File: config.mk
export PLATFORM = sky130hd
export DESIGN_NAME = btb_update_queue
export DESIGN_NICKNAME = d
export VERILOG_FILES = /design/src/rtl/btb_update_queue.sv
export SDC_FILE = /design/constraint.sdc
export NUM_CORES = 1
export LEC_CHECK = 0
export CAP_MARGIN = 20
export CORE_UTILIZATION = 40
export DETAILED_ROUTE_END_ITERATION = 12
export PLACE_DENSITY = 0.56
export SETUP_SLACK_MARGIN = 0.1
export SYNTH_ARGS = -nofsm -noshare
export SYNTH_HDL_FRONTEND = slang
export SYNTH_SLANG_ARGS = --single-unit
export TNS_END_PERCENT = 50
File: constraint.sdc
create_clock -name clock -period 14.8 [get_ports clock]
set_input_delay 3.7 -clock clock [delete_from_list [all_inputs] [get_ports clock]]
set_output_delay 3.7 -clock clock [all_outputs]
set_load 0.02 [all_outputs]
File: src/rtl/btb_update_queue.sv
// Circular queue of BTB updates from resolving branches. Same-cycle duplicate
// PCs collapse, updates that match a queued entry coalesce in place, and the
// head is presented to the BTB write port.
module btb_update_queue #(
    parameter int NUM_REQ = 2,
    parameter int DEPTH   = 4
) (
    input  logic                         clock,
    input  logic                         reset,
    input  logic [NUM_REQ-1:0]           req_valid,
    input  logic [NUM_REQ-1:0][31:0]     req_branch_pc,
    input  logic [NUM_REQ-1:0][31:0]     req_target_pc,
    output logic                         req_ready,
    output logic                         wr_valid,
    output logic [31:0]                  wr_branch_pc,
    output logic [31:0]                  wr_target_pc,
    input  logic                         wr_ready,
    output logic [$clog2(DEPTH+1)-1:0]   count
);

    localparam int PW = (DEPTH > 1) ? $clog2(DEPTH) : 1;
    localparam int CW = $clog2(DEPTH + 1);
    localparam logic [CW-1:0] READY_MAX = CW'(DEPTH - NUM_REQ);

    logic [DEPTH-1:0] valid_q, valid_d;
    logic [31:0]      pc_q [DEPTH];
    logic [31:0]      pc_d [DEPTH];
    logic [31:0]      tgt_q[DEPTH];
    logic [31:0]      tgt_d[DEPTH];
    logic [PW-1:0]    head_q, head_d, tail_q, tail_d;
    logic [CW-1:0]    count_q, count_d;

    logic             deq;
    logic [NUM_REQ-1:0] survive, hit;
    logic [PW-1:0]    slot;
    logic [CW-1:0]    n_alloc;

    // Handshakes: a request set transfers on any edge where req_ready is high
    // (all asserted requesters at once); the head transfers on wr_valid && wr_ready.
    // req_ready depends only on registered count, so requesters may hold safely.
    assign req_ready    = (count_q <= READY_MAX);
    assign wr_valid     = (count_q != '0);
    assign wr_branch_pc = wr_valid ? pc_q[head_q]  : 32'h0;
    assign wr_target_pc = wr_valid ? tgt_q[head_q] : 32'h0;
    assign count        = count_q;
    assign deq          = wr_valid && wr_ready;

    always_comb begin
        valid_d = valid_q;
        pc_d    = pc_q;
        tgt_d   = tgt_q;
        head_d  = head_q;
        survive = '0;
        hit     = '0;
        slot    = tail_q;
        n_alloc = '0;

        if (deq) begin
            valid_d[head_q] = 1'b0;
            head_d          = head_q + 1'b1;
        end

        if (req_ready) begin
            // Only the highest-indexed requester of a same-PC group survives.
            for (int i = 0; i < NUM_REQ; i++) begin
                survive[i] = req_valid[i];
                for (int j = i + 1; j < NUM_REQ; j++) begin
                    if (req_valid[j] && (req_branch_pc[j] == req_branch_pc[i])) begin
                        survive[i] = 1'b0;
                    end
                end
            end

            for (int i = 0; i < NUM_REQ; i++) begin
                if (survive[i]) begin
                    // A head leaving this cycle cannot absorb the update.
                    for (int k = 0; k < DEPTH; k++) begin
                        if (valid_q[k] && !(deq && (PW'(k) == head_q)) &&
                            (pc_q[k] == req_branch_pc[i])) begin
                            tgt_d[k] = req_target_pc[i];
                            hit[i]   = 1'b1;
                        end
                    end
                    if (!hit[i]) begin
                        valid_d[slot] = 1'b1;
                        pc_d[slot]    = req_branch_pc[i];
                        tgt_d[slot]   = req_target_pc[i];
                        slot          = slot + 1'b1;
                        n_alloc       = n_alloc + 1'b1;
                    end
                end
            end
        end

        tail_d  = slot;
        count_d = count_q + n_alloc - CW'(deq);
    end

    always_ff @(posedge clock) begin
        if (reset) begin
            valid_q <= '0;
            head_q  <= '0;
            tail_q  <= '0;
            count_q <= '0;
            for (int k = 0; k < DEPTH; k++) begin
                pc_q[k]  <= '0;
                tgt_q[k] <= '0;
            end
        end else begin
            valid_q <= valid_d;
            head_q  <= head_d;
            tail_q  <= tail_d;
            count_q <= count_d;
            pc_q    <= pc_d;
            tgt_q   <= tgt_d;
        end
    end

endmodule

==> out/summary.txt, run 1 <==
insertion delay to the later sink of the worst-skew pair = 0.60 ns
Worst Skew = 0.0178 ns
Hold Fails Final Rpt = 0
crit path cell chain = clkdlybuf4s50_1 > xor2_1 > nor4_1 > nand4_1 > or3_4 > and3_4 > nand2_1 > clkinv_1 > xnor2_1 > ha_1 > buf_4 > o31ai_1 > o31ai_1 > a21oi_1 > o2bb2ai_2 > buf_4 > a221o_1
Crit. End Element = flip-flop
crit path DAT = 9.46 ns
peak supply drop = 0.000134 V
Setup crit start kind = input port
GRT Overall Usage = 0.315
Seq cells post-synth = 267
via count = 17248
f_max = 0.111 GHz
first-pass GRT wire length = 112 mm
fin crit period = 8.98 ns
1st-iter DRT viols = 1886
slowest stage delay, CP = 0.68 ns
clock slew at the register clock pins of the worst setup and hold paths = 0.06 ns
largest net degree at the start of global routing = 83
mapped cell area = 18900 um^2
crit path kind = in2reg
top_reg_cell synth = dfxtp_1
Placed Area = 20700 um^2
total congestion overflow = 0
CTS resizes = 0
wire per inst = 27.9 um
Pins Over Slew Limit = 0
pre-CTS setup slack = 5.39 ns
Critical-path top delay cell = nor4_1
core box area = 46600 um^2
DRC violations left = 0
cell area after layout = 21800 um^2
htree depth = 1
Syn Area/Cell = 9.09 um^2
antenna violations before repair = 3
actual slew at the worst max-slew pin = 1.15 ns
dominant combinational cell family by area after synthesis = compound AO/OA/AOI/OAI gates
Post-CTS Repair Setup Buffers = 0
number of flops mapped to enable cells by yosys = 0
DRT antenna net count = 0
R2R Setup Slk = 9.25 ns
TritonCTS clock tree = done
max cap viols = 0
routed wire length = 76.8 mm
Final Cycle Share = 0.607
clk root buf = clkbuf_16
Synth Area in Compound Gates = 0.186
I/O pin cnt = 202
setup ws final = 5.82 ns
layout cells sized above 1 = 0.111
yosys warns = 0
total CTS buffers = 31
clock sink count = 267
clock buffer depth = 3
Setup TNS = 0 ns
Cells after Synth = 2076
Synth Net Count = 2226
Die ar. = 48000 um^2
iteration count of the initial detailed-routing pass = 5
layout net count = 2269
status = finished clean
Unique masters post-synth = 70
Max-slew headroom = 0.230
top fanout value on the critical path = 21
PortBufs = 201
mux contribution to synthesized area = 0.150
FFs w/ async S/R, synth = 0
post-synthesis simple-gate area fraction = 0.153
RePlAce Congestion = 1.08
DPL Wire Length = 54.0 mm
PnR Total Power = 0.00402 W
vias per cell = 6.27
Die H = 219 um
xor and xnor fraction of the mapped netlist area = 0.136
final setup vio count = 0
adder-cell share of the synthesized area = 0.0117
Post-CTS Hold Buffers = 0
Worst Path Required = 15.28 ns
vias in the first global route = 16404
RSZ-0062 raised after global routing = no
Bufs and invs on worst path = 4
chip width = 219 um
effective utilization at floorplan = 0.405
sequential-to-total area share from yosys stat = 0.283
Pwr per Cell Area = 185 nW/um^2
area grow syn2layout = 15.4%
min-delay worst type = reg2reg
CP delay by family, top = simple AND/OR/NAND/NOR gates
Pleak = 8.34 nW
num rows = 79
## state kept, by name, indices dropped and copies added (netlist names)
| register | cells |
|---|---|
| pc_q | 128 |
| head_q | 2 |
| valid_q | 4 |
| tgt_q | 128 |
| count | 3 |
| tail_q | 2 |
## per-stage QoR
step	hold slack, ns	std cells	util
6_report	0.447	2750	0.467
5_1_grt	0.482	2749	0.467
2_1_floorplan	0.427	2076	-
3_5_place_dp	0.440	2693	0.445
4_1_cts	0.448	2748	0.467
3_3_place_gp	0.437	2693	0.445
## per-layer routing
metal / global-route usage / part of all wire
met4: 0.0782 / 0.025
met5: 0 / 0.00034
met3: 0.0589 / 0.087
met2: 0.469 / 0.43
met1: 0.462 / 0.46
## where the power goes
group | internal [W] | switching (W) | total [W]
Combinational | 0.000801 | 0.00119 | 0.00199
Clock | 0.000464 | 0.000326 | 0.000789
Sequential | 0.000932 | 0.000313 | 0.00125
Total | 0.00220 | 0.00183 | 0.00402
## worst reg2reg max path: stages, from the launching register on
cell and delay, ns:
dfxtp_1 0.48, xor2_1 0.12, nor4_1 0.67, nand4_1 0.33
or3_4 0.42, and3_4 0.26, nand2_1 0.13, clkinv_1 0.19
xnor2_1 0.32, ha_1 0.21, buf_4 0.31, o31ai_1 0.17
o31ai_1 0.59, a21oi_1 0.21, o2bb2ai_2 0.34, buf_4 0.36
a221o_1 0.34
## cell usage after synthesis, types with 31 or more instances
| master | n | area share |
|---|---|---|
| and2_1 | 68 | 0.023 |
| mux4_2 | 64 | 0.076 |
| nand2_1 | 57 | 0.011 |
| o22ai_1 | 67 | 0.022 |
| inv_1 | 96 | 0.019 |
| nor4_1 | 60 | 0.020 |
| xor2_1 | 224 | 0.10 |
| a221oi_1 | 34 | 0.016 |
| o31ai_1 | 39 | 0.016 |
| a2111oi_0 | 35 | 0.016 |
| xnor2_1 | 68 | 0.032 |
| mux2i_1 | 129 | 0.068 |
| nand4_1 | 31 | 0.010 |
| a221o_1 | 62 | 0.033 |
| a21oi_1 | 89 | 0.024 |
| dfxtp_1 | 267 | 0.28 |
| nor2_1 | 227 | 0.045 |
| nand3_1 | 37 | 0.0098 |
| clkbuf_1 | 83 | 0.017 |
| buf_2 | 81 | 0.021 |
## cell type report
| cell class | instances | area [um^2] |
|---|---|---|
| inverters | 97 | 369 |
| diodes | 2 | 5.00 |
| well taps | 607 | 759 |
| multi-input cells | 1495 | 12000 |
| repair buffers | 227 | 2200 |
| clock inverters | 11 | 123 |
| clock buffers | 44 | 916 |
| flip-flops and latches | 267 | 5350 |
| fillers | 4499 | 24800 |
## layout by cell type (no fill, tap or decap), drive strengths merged, types with 41 or more instances in the layout
cell type and count:
nand3 41, clkdlybuf4s50 199, mux4 64, a221o 62, a2111oi 63, dfxtp 267
nand2 58, a221oi 52, xor2 224, o22ai 68, nor2 228, mux2i 129
xnor2 68, and2 68, a21oi 89, clkbuf 44, nor4 62, inv 97
## kinds of logic after synthesis
family | Yosys count
mux | 202
xor+xnor | 292
fa+ha+maj | 17
flops | 267
buf+inv | 314
compound gates | 420
simple gates | 564
## final timing paths
check,from,to,cells after the start
worst max-delay path,req_branch_pc[29],tgt_q[26]$_SDFFE_PP0N_,17
worst min-delay path,valid_q[3]$_SDFF_PP0_,valid_q[3]$_SDFF_PP0_,2
worst max register to register,pc_q[99]$_SDFFE_PP0N_,tgt_q[26]$_SDFFE_PP0N_,16
worst min register to register,valid_q[3]$_SDFF_PP0_,valid_q[3]$_SDFF_PP0_,2
(Power assumes the default switching activity.)
==> run 2, diff against run 1 <==
--- a/config.mk
+++ b/config.mk
@@ -8,7 +8,7 @@
 export CAP_MARGIN = 20
 export CORE_UTILIZATION = 40
 export DETAILED_ROUTE_END_ITERATION = 12
-export PLACE_DENSITY = 0.56
+export PLACE_DENSITY = 0.58
 export SETUP_SLACK_MARGIN = 0.1
 export SYNTH_ARGS = -nofsm -noshare
 export SYNTH_HDL_FRONTEND = slang
==> constraint.sdc (replaced) <==
create_clock -name clock -period 7.2 [get_ports clock]
set_input_delay 1.8 -clock clock [delete_from_list [all_inputs] [get_ports clock]]
set_output_delay 1.8 -clock clock [all_outputs]
set_load 0.02 [all_outputs]
==> run 2 against run 1 <==
Critical path depth up 1. Register-to-register slack worse by 7.0 ns. Via count up 2.1%. Combinational power up 110%. Power up 110%. Non-clock buffer count up 76. Core utilization up 1.4 points. First-iteration DRC count up 14%. Final cell count up 2.8%.
==> out/summary.txt, run 2 (synthesis results as in run 1) <==
grt peak-use layer = met1 (was met2)
CTS resizes = 0 (unchanged)
layout cells sized above 1 = 0.143 (was 0.111)
crit path DAT = 7.05 ns (was 9.46 ns)
Worst Skew = 0.0173 ns (was 0.0178 ns)
Post-CTS Repair Setup Buffers = 0 (unchanged)
GRT Overall Usage = 0.327 (was 0.315)
clock slew at the register clock pins of the worst setup and hold paths = 0.06 ns (about the same)
Die H = 219 um (unchanged)
fin crit period = 6.56 ns
leading cell type in the layout, fill and taps excluded = dfxtp_1 (unchanged)
iteration count of the initial detailed-routing pass = 7 (was 5)
routed wire length = 79.2 mm (was 76.8 mm)
first-pass GRT wire length = 116 mm (was 112 mm)
1st-iter DRT viols = 2149 (was 1886)
largest net degree at the start of global routing = 85 (was 83)
status = finished clean (unchanged)
insertion delay to the later sink of the worst-skew pair = 0.56 ns (was 0.60 ns)
core box area = 46600 um^2 (unchanged)
via count = 17612 (was 17248)
clock buffer depth = 3 (unchanged)
GR Util met3 = 0.0412 (was 0.0589)
Setup TNS = 0 ns (unchanged)
f_max = 0.152 GHz
Post-CTS Hold Buffers = 0 (unchanged)
Pleak = 8.74 nW (was 8.34 nW)
final design utilization = 0.482 (was 0.467)
R2R Setup Slk = 2.27 ns (was 9.25 ns)
area grow syn2layout = 18.9% (was 15.4%)
layout net count = 2348 (was 2269)
RePlAce Congestion = 1.06 (was 1.08)
Worst Path Required = 7.69 ns (was 15.28 ns)
Hold Crit Depth = 2 (unchanged)
Reg2Reg Depth = 17 (was 16)
DRT antenna net count = 0 (unchanged)
total congestion overflow = 0 (unchanged)
Crit. End Element = flip-flop (unchanged)
Pins Over Slew Limit = 0 (unchanged)
clock sink count = 267 (unchanged)
top fanout value on the critical path = 18 (was 21)
reg2reg start = head_q[0]$_SDFFE_PP0P_ (was pc_q[99]$_SDFFE_PP0N_)
Worst Setup SP = req_branch_pc[4] (was req_branch_pc[29])
effective utilization at floorplan = 0.405 (unchanged)
Setup crit start kind = input port (unchanged)
DRC violations left = 0 (unchanged)
setup ws final = 0.637 ns (was 5.82 ns)
TritonCTS clock tree = done (unchanged)
wire per inst = 28.0 um (was 27.9 um)
worst reg2reg path endpoint = tgt_q[23]$_SDFFE_PP0N_ (was tgt_q[26]$_SDFFE_PP0N_)
Hold Fails Final Rpt = 0 (unchanged)
PortBufs = 201 (unchanged)
Largest regs = pc_q x128, tgt_q x128, valid_q x4 (unchanged)
Final Cycle Share = 0.912
vias per cell = 6.23 (was 6.27)
Max-slew headroom = 0.279 (was 0.230)
PnR Total Power = 0.00854 W (was 0.00402 W)
pre-CTS setup slack = 0.0808 ns (was 5.39 ns)
num rows = 79 (unchanged)
antenna violations before repair = 4 (was 3)
actual slew at the worst max-slew pin = 1.08 ns (was 1.15 ns)
M1 GR Usage = 0.497 (was 0.462)
global routing usage on met2 = 0.478 (was 0.469)
Die ar. = 48000 um^2 (unchanged)
total CTS buffers = 34 (was 31)
max cap viols = 0 (unchanged)
Hold Path End = valid_q[3]$_SDFF_PP0_ (unchanged)
Pwr per Cell Area = 381 nW/um^2 (was 185 nW/um^2)
peak supply drop = 0.000239 V (was 0.000134 V)
Cell Count, Final, Fillers Out = 2828 (was 2750)
clk root buf = clkbuf_16 (unchanged)
chip width = 219 um (unchanged)
DPL Wire Length = 57.1 mm (was 54.0 mm)
vias in the first global route = 16562 (was 16404)
most frequent cells in the layout = dfxtp_1 (265), nor2_1 (227), xor2_1 (224) (unchanged)
htree depth = 2 (was 1)
final setup vio count = 0 (unchanged)
I/O pin cnt = 202 (unchanged)
crit path kind = in2reg (unchanged)
min-delay worst type = reg2reg (unchanged)
RSZ-0062 raised after global routing = no (unchanged)
placed cells = 2768 (was 2693)
start point of the worst hold path = valid_q[3]$_SDFF_PP0_ (unchanged)
run 2: cell types whose count changed in the layout (fill, tap and decap cells not counted), sizes merged:
cell and delta:
inv +2, buf +76, clkinv -1, clkinvlp +2
diode -1
run 2: critical path: stages:
cell and delay (ns):
clkdlybuf4s50_1 0.60, buf_4 0.25, xor2_1 0.21, nor4_1 0.78
nand3_1 0.27, o31ai_4 0.36, nor2_1 0.14, nand2_1 0.14
clkinv_1 0.16, mux2i_1 0.23, inv_1 0.10, ha_1 0.23
o31ai_1 0.08, o31ai_1 0.13, a21oi_1 0.18, nor2b_2 0.89
buf_4 0.32, a221o_1 0.16
run 2: final cells by class:
cell class	count	area (um^2)
inverters	97	369
clock inverters	14	148
flip-flops and latches	267	5350
diodes	1	2.50
clock buffers	44	948
repair buffers	303	2820
well taps	607	759
multi-input cells	1495	12000
fillers	4433	24100
run 2: routing by layer:
metal / up-vias / part of all wire
met4: 2 / 0.023
met3: 105 / 0.080
met1: 8808 / 0.47
li1: 7807 / -
met2: 890 / 0.43
met5: - / 0.00015
run 2: worst max-delay path by stage:
stage | slack, ns | end
2_1_floorplan | 1.91 | count[2]$_SDFF_PP0_
3_3_place_gp | 0.16 | tgt_q[16]$_SDFFE_PP0N_
3_5_place_dp | 0.08 | tgt_q[23]$_SDFFE_PP0N_
4_1_cts | 0.65 | tgt_q[23]$_SDFFE_PP0N_
5_1_grt | 0.43 | tgt_q[23]$_SDFFE_PP0N_
6_report | 0.64 | tgt_q[23]$_SDFFE_PP0N_
run 2: power by group:
group | internal (W) | leakage [nW] | switching (W)
logic | 0.00174 | 6.03 | 0.00249
registers | 0.00192 | 2.18 | 0.000658
clock network | 0.00101 | 0.536 | 0.000726
total | 0.00466 | 8.74 | 0.00387
run 2: metrics by stage:
step / hold slack, ns / instance area, um^2
6_report: 0.446 / 22400
4_1_cts: 0.448 / 22400
3_5_place_dp: 0.440 / 21300
5_1_grt: 0.485 / 22400
3_3_place_gp: 0.436 / 21300
2_1_floorplan: 0.427 / 18900
==> run 3, diff against run 2 <==
==> constraint.sdc (replaced) <==
create_clock -name clock -period 7.2 [get_ports clock]
set_input_delay 1.08 -clock clock [delete_from_list [all_inputs] [get_ports clock]]
set_output_delay 1.08 -clock clock [all_outputs]
set_load 0.02 [all_outputs]
==> run 3 against run 2 <==
Die area is the same. Final area shrank 1.9%. Global-route usage shrank 1.1 points. First-iteration DRC count shrank 14%. Count of clock-buffer cells in the layout grew 7. Sequential power is essentially flat. Via count shrank 1.1%. Routed wire length shrank 2.9%. Register-to-register slack lost 0.27 ns. Highest routed layer unchanged.
==> out/summary.txt, run 3 (synthesis results as in run 1) <==
antenna violations before repair = 2 (was 4)
crit path cell chain = clkdlybuf4s50_1 > xor2_1 > nor4_1 > nand3_1 > o31ai_4 > nor2_1 > nand2_1 > clkinv_1 > mux2i_1 > inv_1 > ha_1 > o31ai_1 > o31ai_1 > buf_4 > a21oi_1 > nor2b_2 > buf_4 > a221o_1 (was clkdlybuf4s50_1 > buf_4 > xor2_1 > nor4_1 > nand3_1 > o31ai_4 > nor2_1 > nand2_1 > clkinv_1 > mux2i_1 > inv_1 > ha_1 > o31ai_1 > o31ai_1 > a21oi_1 > nor2b_2 > buf_4 > a221o_1)
Final Cycle Share = 0.828 (was 0.912)
Hold Fails Final Rpt = 0 (unchanged)
setup ws final = 1.24 ns (was 0.637 ns)
DPL Wire Length = 53.0 mm (was 57.1 mm)
via count = 17422 (was 17612)
start point of the worst hold path = valid_q[3]$_SDFF_PP0_ (unchanged)
Worst Skew = 0.0240 ns (was 0.0173 ns)
layout cells sized above 1 = 0.119 (was 0.143)
clock sink count = 267 (unchanged)
final setup vio count = 0 (unchanged)
fin crit period = 5.96 ns (was 6.56 ns)
Die H = 219 um (unchanged)
PortBufs = 201 (unchanged)
1st-iter DRT viols = 1857 (was 2149)
iteration count of the initial detailed-routing pass = 5 (was 7)
total CTS buffers = 34 (unchanged)
clk root buf = clkbuf_16 (unchanged)
Filler Cell Count = 4461 (was 4433)
most frequent cells in the layout = dfxtp_1 (265), nor2_1 (227), xor2_1 (224) (unchanged)
R2R Setup Slk = 2.00 ns (was 2.27 ns)
layout net count = 2287 (was 2348)
TritonCTS clock tree = done (unchanged)
Reg2Reg Depth = 18 (was 17)
max cap viols = 0 (unchanged)
area grow syn2layout = 16.7% (was 18.9%)
Setup TNS = 0 ns (unchanged)
Pleak = 8.48 nW (was 8.74 nW)
CTS resizes = 0 (unchanged)
Cell Count, Final, Fillers Out = 2770 (was 2828)
clock slew at the register clock pins of the worst setup and hold paths = 0.06 ns (about the same)
wire per inst = 27.8 um (was 28.0 um)
Post-CTS Hold Buffers = 0 (unchanged)
GRT Overall Usage = 0.316 (was 0.327)
DRT antenna net count = 0 (unchanged)
reg2reg start = head_q[0]$_SDFFE_PP0P_ (unchanged)
htree depth = 2 (unchanged)
vias in the first global route = 16674 (was 16562)
Post-CTS Repair Setup Buffers = 0 (unchanged)
vias per cell = 6.29 (was 6.23)
actual slew at the worst max-slew pin = 1.11 ns (was 1.08 ns)
Max-slew headroom = 0.258 (was 0.279)
RePlAce Congestion = 1.02 (was 1.06)
peak supply drop = 0.000241 V (was 0.000239 V)
core box area = 46600 um^2 (unchanged)
I/O pin cnt = 202 (unchanged)
clock buffer depth = 3 (unchanged)
Hold Crit Depth = 2 (unchanged)
worst reg2reg path endpoint = tgt_q[16]$_SDFFE_PP0N_ (was tgt_q[23]$_SDFFE_PP0N_)
total congestion overflow = 0 (unchanged)
Pwr per Cell Area = 384 nW/um^2 (was 381 nW/um^2)
placed cells = 2707 (was 2768)
slowest stage delay, CP = 0.72 ns (was 0.89 ns)
status = finished clean (unchanged)
Critical-path top delay cell = clkdlybuf4s50_1 (was nor2b_2)
top fanout value on the critical path = 12 (was 18)
Worst Path Required = 7.71 ns (was 7.69 ns)
pre-CTS setup slack = 0.780 ns (was 0.0808 ns)
Setup crit start kind = input port (unchanged)
largest net degree at the start of global routing = 80 (was 85)
Hold Path End = valid_q[3]$_SDFF_PP0_ (unchanged)
routed wire length = 76.9 mm (was 79.2 mm)
Pins Over Slew Limit = 0 (unchanged)
Largest regs = pc_q x128, tgt_q x128, valid_q x4 (unchanged)
DRC violations left = 0 (unchanged)
crit path kind = in2reg (unchanged)
chip width = 219 um (unchanged)
first-pass GRT wire length = 113 mm (was 116 mm)
insertion delay to the later sink of the worst-skew pair = 0.57 ns (was 0.56 ns)
Die ar. = 48000 um^2 (unchanged)
min-delay worst type = reg2reg (unchanged)
effective utilization at floorplan = 0.405 (unchanged)
f_max = 0.168 GHz (was 0.152 GHz)
Crit. End Element = flip-flop (unchanged)
crit path DAT = 6.47 ns (was 7.05 ns)
RSZ-0062 raised after global routing = no (unchanged)
num rows = 79 (unchanged)
leading cell type in the layout, fill and taps excluded = dfxtp_1 (unchanged)
[run 3: changes by cell type in the layout (fill, tap and decap cells not counted), sizes merged]
cell,previous run,this run
clkinv,7,9
clkinvlp,3,0
inv,99,97
buf,104,43
bufinv,2,1
clkbuf,44,51
[run 3: stage by stage]
stage | utilization | area, um^2 | hold slack, ns | total power (W)
after global placement | 0.447 | 20800 | 0.438 | 0.00652
after detailed placement | 0.447 | 20800 | 0.450 | 0.00658
after global routing | 0.473 | 22000 | 0.479 | 0.00881
after CTS | 0.472 | 22000 | 0.457 | 0.00838
final | 0.473 | 22000 | 0.456 | 0.00844
after floorplan | - | 18900 | 0.427 | 0.00508
[run 3: final cells by class]
type / instances / area [um^2] / share of cell area
Multi-Input combinational cell: 1495 / 12000 / 0.547
Antenna cell: 1 / 2.50 / 0.000114
Sequential cell: 267 / 5350 / 0.243
Clock buffer: 51 / 1030 / 0.0470
Tap cell: 607 / 759 / 0.0345
Clock inverter: 10 / 126 / 0.00574
Inverter: 97 / 369 / 0.0168
Timing Repair Buffer: 242 / 2330 / 0.106
[run 3: power by group]
part	internal [W]	total (W)	switching (W)
Clock	0.00104	0.00178	0.000736
Sequential	0.00192	0.00255	0.000637
Combinational	0.00167	0.00411	0.00244
[run 3: metal layers]
layer | wire length [um] | share of wire | global-route usage
met2 | 33400 | 0.43 | 0.471
met5 | 13 | 0.00017 | 0
met4 | 1950 | 0.025 | 0.0845
met1 | 34500 | 0.45 | 0.464
met3 | 6990 | 0.091 | 0.0563
[run 3: worst max path at each step]
stage	start	endpoint	slack (ns)	cells after the start
after floorplan	head_q[0]$_SDFFE_PP0P_	count[2]$_SDFF_PP0_	2.16	23
after global placement	req_branch_pc[12]	tgt_q[25]$_SDFFE_PP0N_	0.93	18
after detailed placement	req_branch_pc[4]	tgt_q[19]$_SDFFE_PP0N_	0.78	18
after CTS	req_branch_pc[44]	tgt_q[19]$_SDFFE_PP0N_	1.37	18
after global routing	req_branch_pc[53]	tgt_q[26]$_SDFFE_PP0N_	1.01	18
final	req_branch_pc[4]	tgt_q[16]$_SDFFE_PP0N_	1.24	18
[run 3: critical path: cells and delay by family]
kind / cells / cell delay, ns
compound gates: 5 / 0.98
buf+inv: 5 / 1.54
xor+xnor: 1 / 0.31
simple gates: 5 / 1.96
fa+ha+maj: 1 / 0.23
mux: 1 / 0.36
==> RTL edit 1, RTL diff (config.mk and constraints of run 3) <==
Reset style: asynchronous (`reset`), changed in one clocked block.
--- a/src/rtl/btb_update_queue.sv
+++ b/src/rtl/btb_update_queue.sv
@@ -97,5 +97,5 @@
     end
 
-    always_ff @(posedge clock) begin
+    always_ff @(posedge clock or posedge reset) begin
         if (reset) begin
             valid_q <= '0;
Check against the original RTL: not settled (the Yosys comparison gave no result); the edit may change what the design does.
==> RTL edit 1 against run 3 <==
Clock power decreased by 3%. Sequential power increased by 22%. Sequential cell count unchanged. Worst setup slack improved by 0.23 ns. Design area decreased by 1.8%. Area after synthesis decreased by 2.9%. Largest power group unchanged. Worst hold slack improved by 0.028 ns. Clock skew decreased by 0.0035 ns. Power increased by 27%. Die area decreased by 2.9%. Routed wire length decreased by 3.6%.
==> RTL edit 1: results (changes against run 3) <==
antenna_cells: 0  # -1
synthDistinctLibCells: 57  # -19%
finalCriticalPeriod_ns: 5.74  # -0.227 ns
use_met2_pct: 49.7  # +2.6 points
rr_endpoint: "count[2]"
grt_first_pass_wirelength_um: 109000  # -3.5%
power_density_nw_per_um2: 498  # +30%
grt_max_degree: 155  # +94%
dp_hpwl_um: 51500  # -2.9%
synth_xor_area_share_pct: 14.0  # +0.41 points
power.leakage_nw: 9.44  # +11%
grtUsageMet3_pct: 4.57  # -1.1 points
gp_congestion: 1.09  # +7.6%
clock_latency_ns: 0.55  # -0.02 ns
fin_nets: 2064  # -9.8%
tightestPinTransition_ns: 1.07  # -0.0428 ns
synthTopCellsByCount: "267 x dfrtp_1, 223 x xor2_1, 200 x nor2_1"
crit_fanout: 14  # +2
placed_area_um2: 20500  # -1.5%
synth-compound-area-share_pct: 15.4  # -3.2 points
wl_met1_um: 31400  # -9.1%
startpoint: "req_branch_pc[34]"
rr_startpoint: "pc_q[66]"
topRoutingLayerUsed: "met4"
clkbuf_count: 46  # -9.8%
synthAdderAreaFrac_pct: 1.20  # +0.035 points
worstHoldStart: "tgt_q[101]"
irDropWorstVdd_v: 0.000273  # +13%
nonClockBufferCount: 246  # +1.7%
nonClkBufAreaFrac_pct: 11.0  # +0.43 points
dr_wl_met2_um: 34000  # +1.8%
antenna_found_initial: 0  # -2
inv_count: 17  # -82%
multi_input_area_share_pct: 49.2  # -5.5 points
clock_area_share_pct: 5.09  # -0.18 points
fillers: 4287  # -3.9%
multi_input_comb_cells: 1348  # -9.8%
r2r_slack_ns: 2.31  # +0.31 ns
critPathArrivalTime_ns: 6.19  # -0.28 ns
syn_inst: 1824  # -12%
seq-cell-share_pct: 30.9  # +6.6 points
crit_slowest_cell: "nor4_1"
first_iter_violations: 1829  # -1.5%
yosysSeqAreaShare_pct: 36.5  # +8.2 points
gr-usage-met1_pct: 43.1  # -3.3 points
synth_area_leaders: "dfrtp_1 36%, xor2_1 11%, a221o_1 11%"
routed_wl_um: 74200  # -3.6%
rr_worst_depth: 16  # -2
track_usage_pct: 31.6  # -0.034 points
final_cells: 2537  # -8.4%
seq_cell_count: 267  # unchanged
slowest_delay_ns: 0.75  # +0.03 ns
dp_slack_ns: 1.14  # +0.357 ns
routed_via_density: 6.24  # -0.75%
async_flop_share_pct: 100  # +100 points
drive_above_1_share_pct: 10.2  # -1.7 points
status: "finished clean"
ys.flop_type: "dfrtp_1"
synth.net_count: 1974  # -11%
clock_skew_ns: 0.0204  # -0.00354 ns
[RTL edit 1: changes by cell type after synthesis, moves of 37 or more]
cell / delta
and3_1: +76
dfxtp_1: -267
a221o_1: +132
dfrtp_1: +267
and2_1: +83
o22ai_1: -66
inv_1: -82
a21oi_1: -88
o31ai_1: -37
a211o_1: +62
mux2i_1: -129
[RTL edit 1: power breakdown]
part	internal, W	leakage (nW)	switching (W)
logic	0.00268	5.55	0.00327
registers	0.00220	3.35	0.000899
clock network	0.00102	0.536	0.000699
total	0.00589	9.44	0.00487
[RTL edit 1: worst min path at each step]
stage,end,slack [ns],cells past startpoint
2_1_floorplan,tgt_q[33],0.45,1
3_3_place_gp,tgt_q[56],0.47,1
3_5_place_dp,tgt_q[35],0.47,1
4_1_cts,tgt_q[35],0.48,1
5_1_grt,tgt_q[94],0.50,1
6_report,tgt_q[101],0.48,1
==> RTL edit 2, RTL diff (config.mk and constraints of run 3) <==
Without the edit above. `DEPTH`: 4 -> 2.
--- a/src/rtl/btb_update_queue.sv
+++ b/src/rtl/btb_update_queue.sv
@@ -4,5 +4,5 @@
 module btb_update_queue #(
     parameter int NUM_REQ = 2,
-    parameter int DEPTH   = 4
+    parameter int DEPTH   = 2
 ) (
     input  logic                         clock,
Ports: changed (resized count); port bits go from 202 to 201. The function was not compared with the original's and may differ.
==> RTL edit 2 against run 3 <==
Power down 50%. Worst setup slack better by 1.2 ns. Combinational power down 50%. Final cell count down 47%. Area after synthesis down 51%. Register-to-register slack better by 1.3 ns. Fmax up 26%. Utilization up 5.6 points. Routed wire length down 59%. Design area down 46%. Clock power down 47%. Sequential cell count down 133.
==> RTL edit 2: results (changes against run 3) <==
status: "finished clean"
synthTopCellsByCount: "134 x dfxtp_1, 97 x mux2i_1, 96 x xor2_1"
num_vias: 8294  # -52%
power.leakage_nw: 4.54  # -46%
crit_fanout: 35  # +23
crit_slowest_cell: "or4_4"
routed_wl_um: 31500  # -59%
synth_edf_count: 0  # unchanged
ys_warn_count: 0  # unchanged
grt_pass1_vias: 7994  # -52%
synth_area_leaders: "dfxtp_1 29%, mux2i_1 11%, xor2_1 9.1%"
synth.net_count: 1179  # -47%
hold_class: "flop to flop"
gp_congestion: 0.961  # -5.5%
dp_hpwl_um: 22400  # -58%
cts_buffers: 17  # -50%
grt_max_degree: 69  # -14%
first_pass_iters: 5  # unchanged
fin_nets: 1310  # -43%
async_flop_share_pct: 0  # unchanged
clock_path_buffers: 2  # -1
post_cts_buffers: 0  # unchanged
slowest_delay_ns: 0.60  # -0.12 ns
antenna_found_initial: 1  # -1
yosysSeqAreaShare_pct: 29.1  # +0.81 points
irDropWorstVdd_v: 0.000189  # -22%
grt_first_pass_wirelength_um: 48600  # -57%
first_iter_violations: 482  # -74%
drive_above_1_share_pct: 12.5  # +0.52 points
fillers: 2065  # -54%
cts-root-buf: "clkbuf_16"
cts_htree_levels: 4  # +2
clk_pin_slew_ns: 0.06  # about the same
clock_skew_ns: 0.0121  # -0.0118 ns
ctsResizeCount: 0  # unchanged
slew_headroom_pct: 32.2  # +6.5 points
portBuffers: 200  # -0.50%
cp_top_family: "simple AND/OR/NAND/NOR gates"
critPathArrivalTime_ns: 5.06  # -1.41 ns
clock_latency_ns: 0.43  # -0.14 ns
track_usage_pct: 26.8  # -4.8 points
remaining_drc_errors: 0  # unchanged
synthDistinctLibCells: 49  # -30%
reg_top3: "pc_q: 64 flops, tgt_q: 64 flops"
power.internal_w: 0.00247  # -47%
[RTL edit 2: layout make-up]
cell class	count	share of cell area (%)
Multi-Input combinational cell	738	49.3
Clock inverter	14	1.66
Inverter	68	2.18
Timing Repair Buffer	216	17.8
Sequential cell	134	22.5
Antenna cell	1	0.0210
Clock buffer	18	3.60
Tap cell	285	2.99
[RTL edit 2: power groups by stage]
stage          clock network (W)  logic, W  registers [W]
2_1_floorplan                  0   0.00141        0.00118
3_3_place_gp                   0   0.00206        0.00126
3_5_place_dp                   0   0.00206        0.00126
4_1_cts                 0.000953   0.00207        0.00125
5_1_grt                 0.000984   0.00222        0.00129
6_report                0.000940   0.00206        0.00126
[RTL edit 2: path summary, 6_finish.rpt]
kind	startpoint	end	slack, ns	cells after the start
min	tgt_q[6]	tgt_q[6]	0.46	2
min reg2reg	tgt_q[6]	tgt_q[6]	0.46	2
max	req_branch_pc[21]	tgt_q[17]	2.47	12
max reg2reg	pc_q[34]	tgt_q[17]	3.32	11
[RTL edit 2: tightest hold or removal path: cells and delay by family, from the launching register on]
family	cells	cell delay (ns)
flip-flops	1	0.31
buffers and inverters	1	0.06
AO/OA/AOI/OAI	1	0.05
[RTL edit 2: stage by stage]
stage	area [um2]	util, %	hold slack [ns]	std cells	setup slack [ns]
after detailed placement	11300	50.0	0.452	1441	2.06
after floorplan	9200	-	0.442	1044	3.56
after CTS	11900	52.8	0.461	1473	2.50
after global routing	11900	52.8	0.474	1474	2.28
final	11900	52.8	0.460	1474	2.47
after global placement	11300	50.0	0.449	1441	2.08
[RTL edit 2: cells by family after synthesis]
logic type / synth area share, %
simple gates: 14.9
mux: 10.8
flops: 29.1
xor+xnor: 15.7
buf+inv: 7.41
fa+ha+maj: 0.272
compound gates: 21.8
[RTL edit 2: layer usage]
| layer | routed length (um) | GRT usage [%] | up-vias | part of all wire, % |
|---|---|---|---|---|
| met3 | 2040 | 4.43 | 51 | 6.5 |
| li1 | - | - | 4031 | - |
| met5 | 0 | 0 | - | 0 |
| met1 | 14200 | 36.2 | 3876 | 45 |
| met4 | 1090 | 11.1 | 0 | 3.5 |
| met2 | 14200 | 42.2 | 336 | 45 |
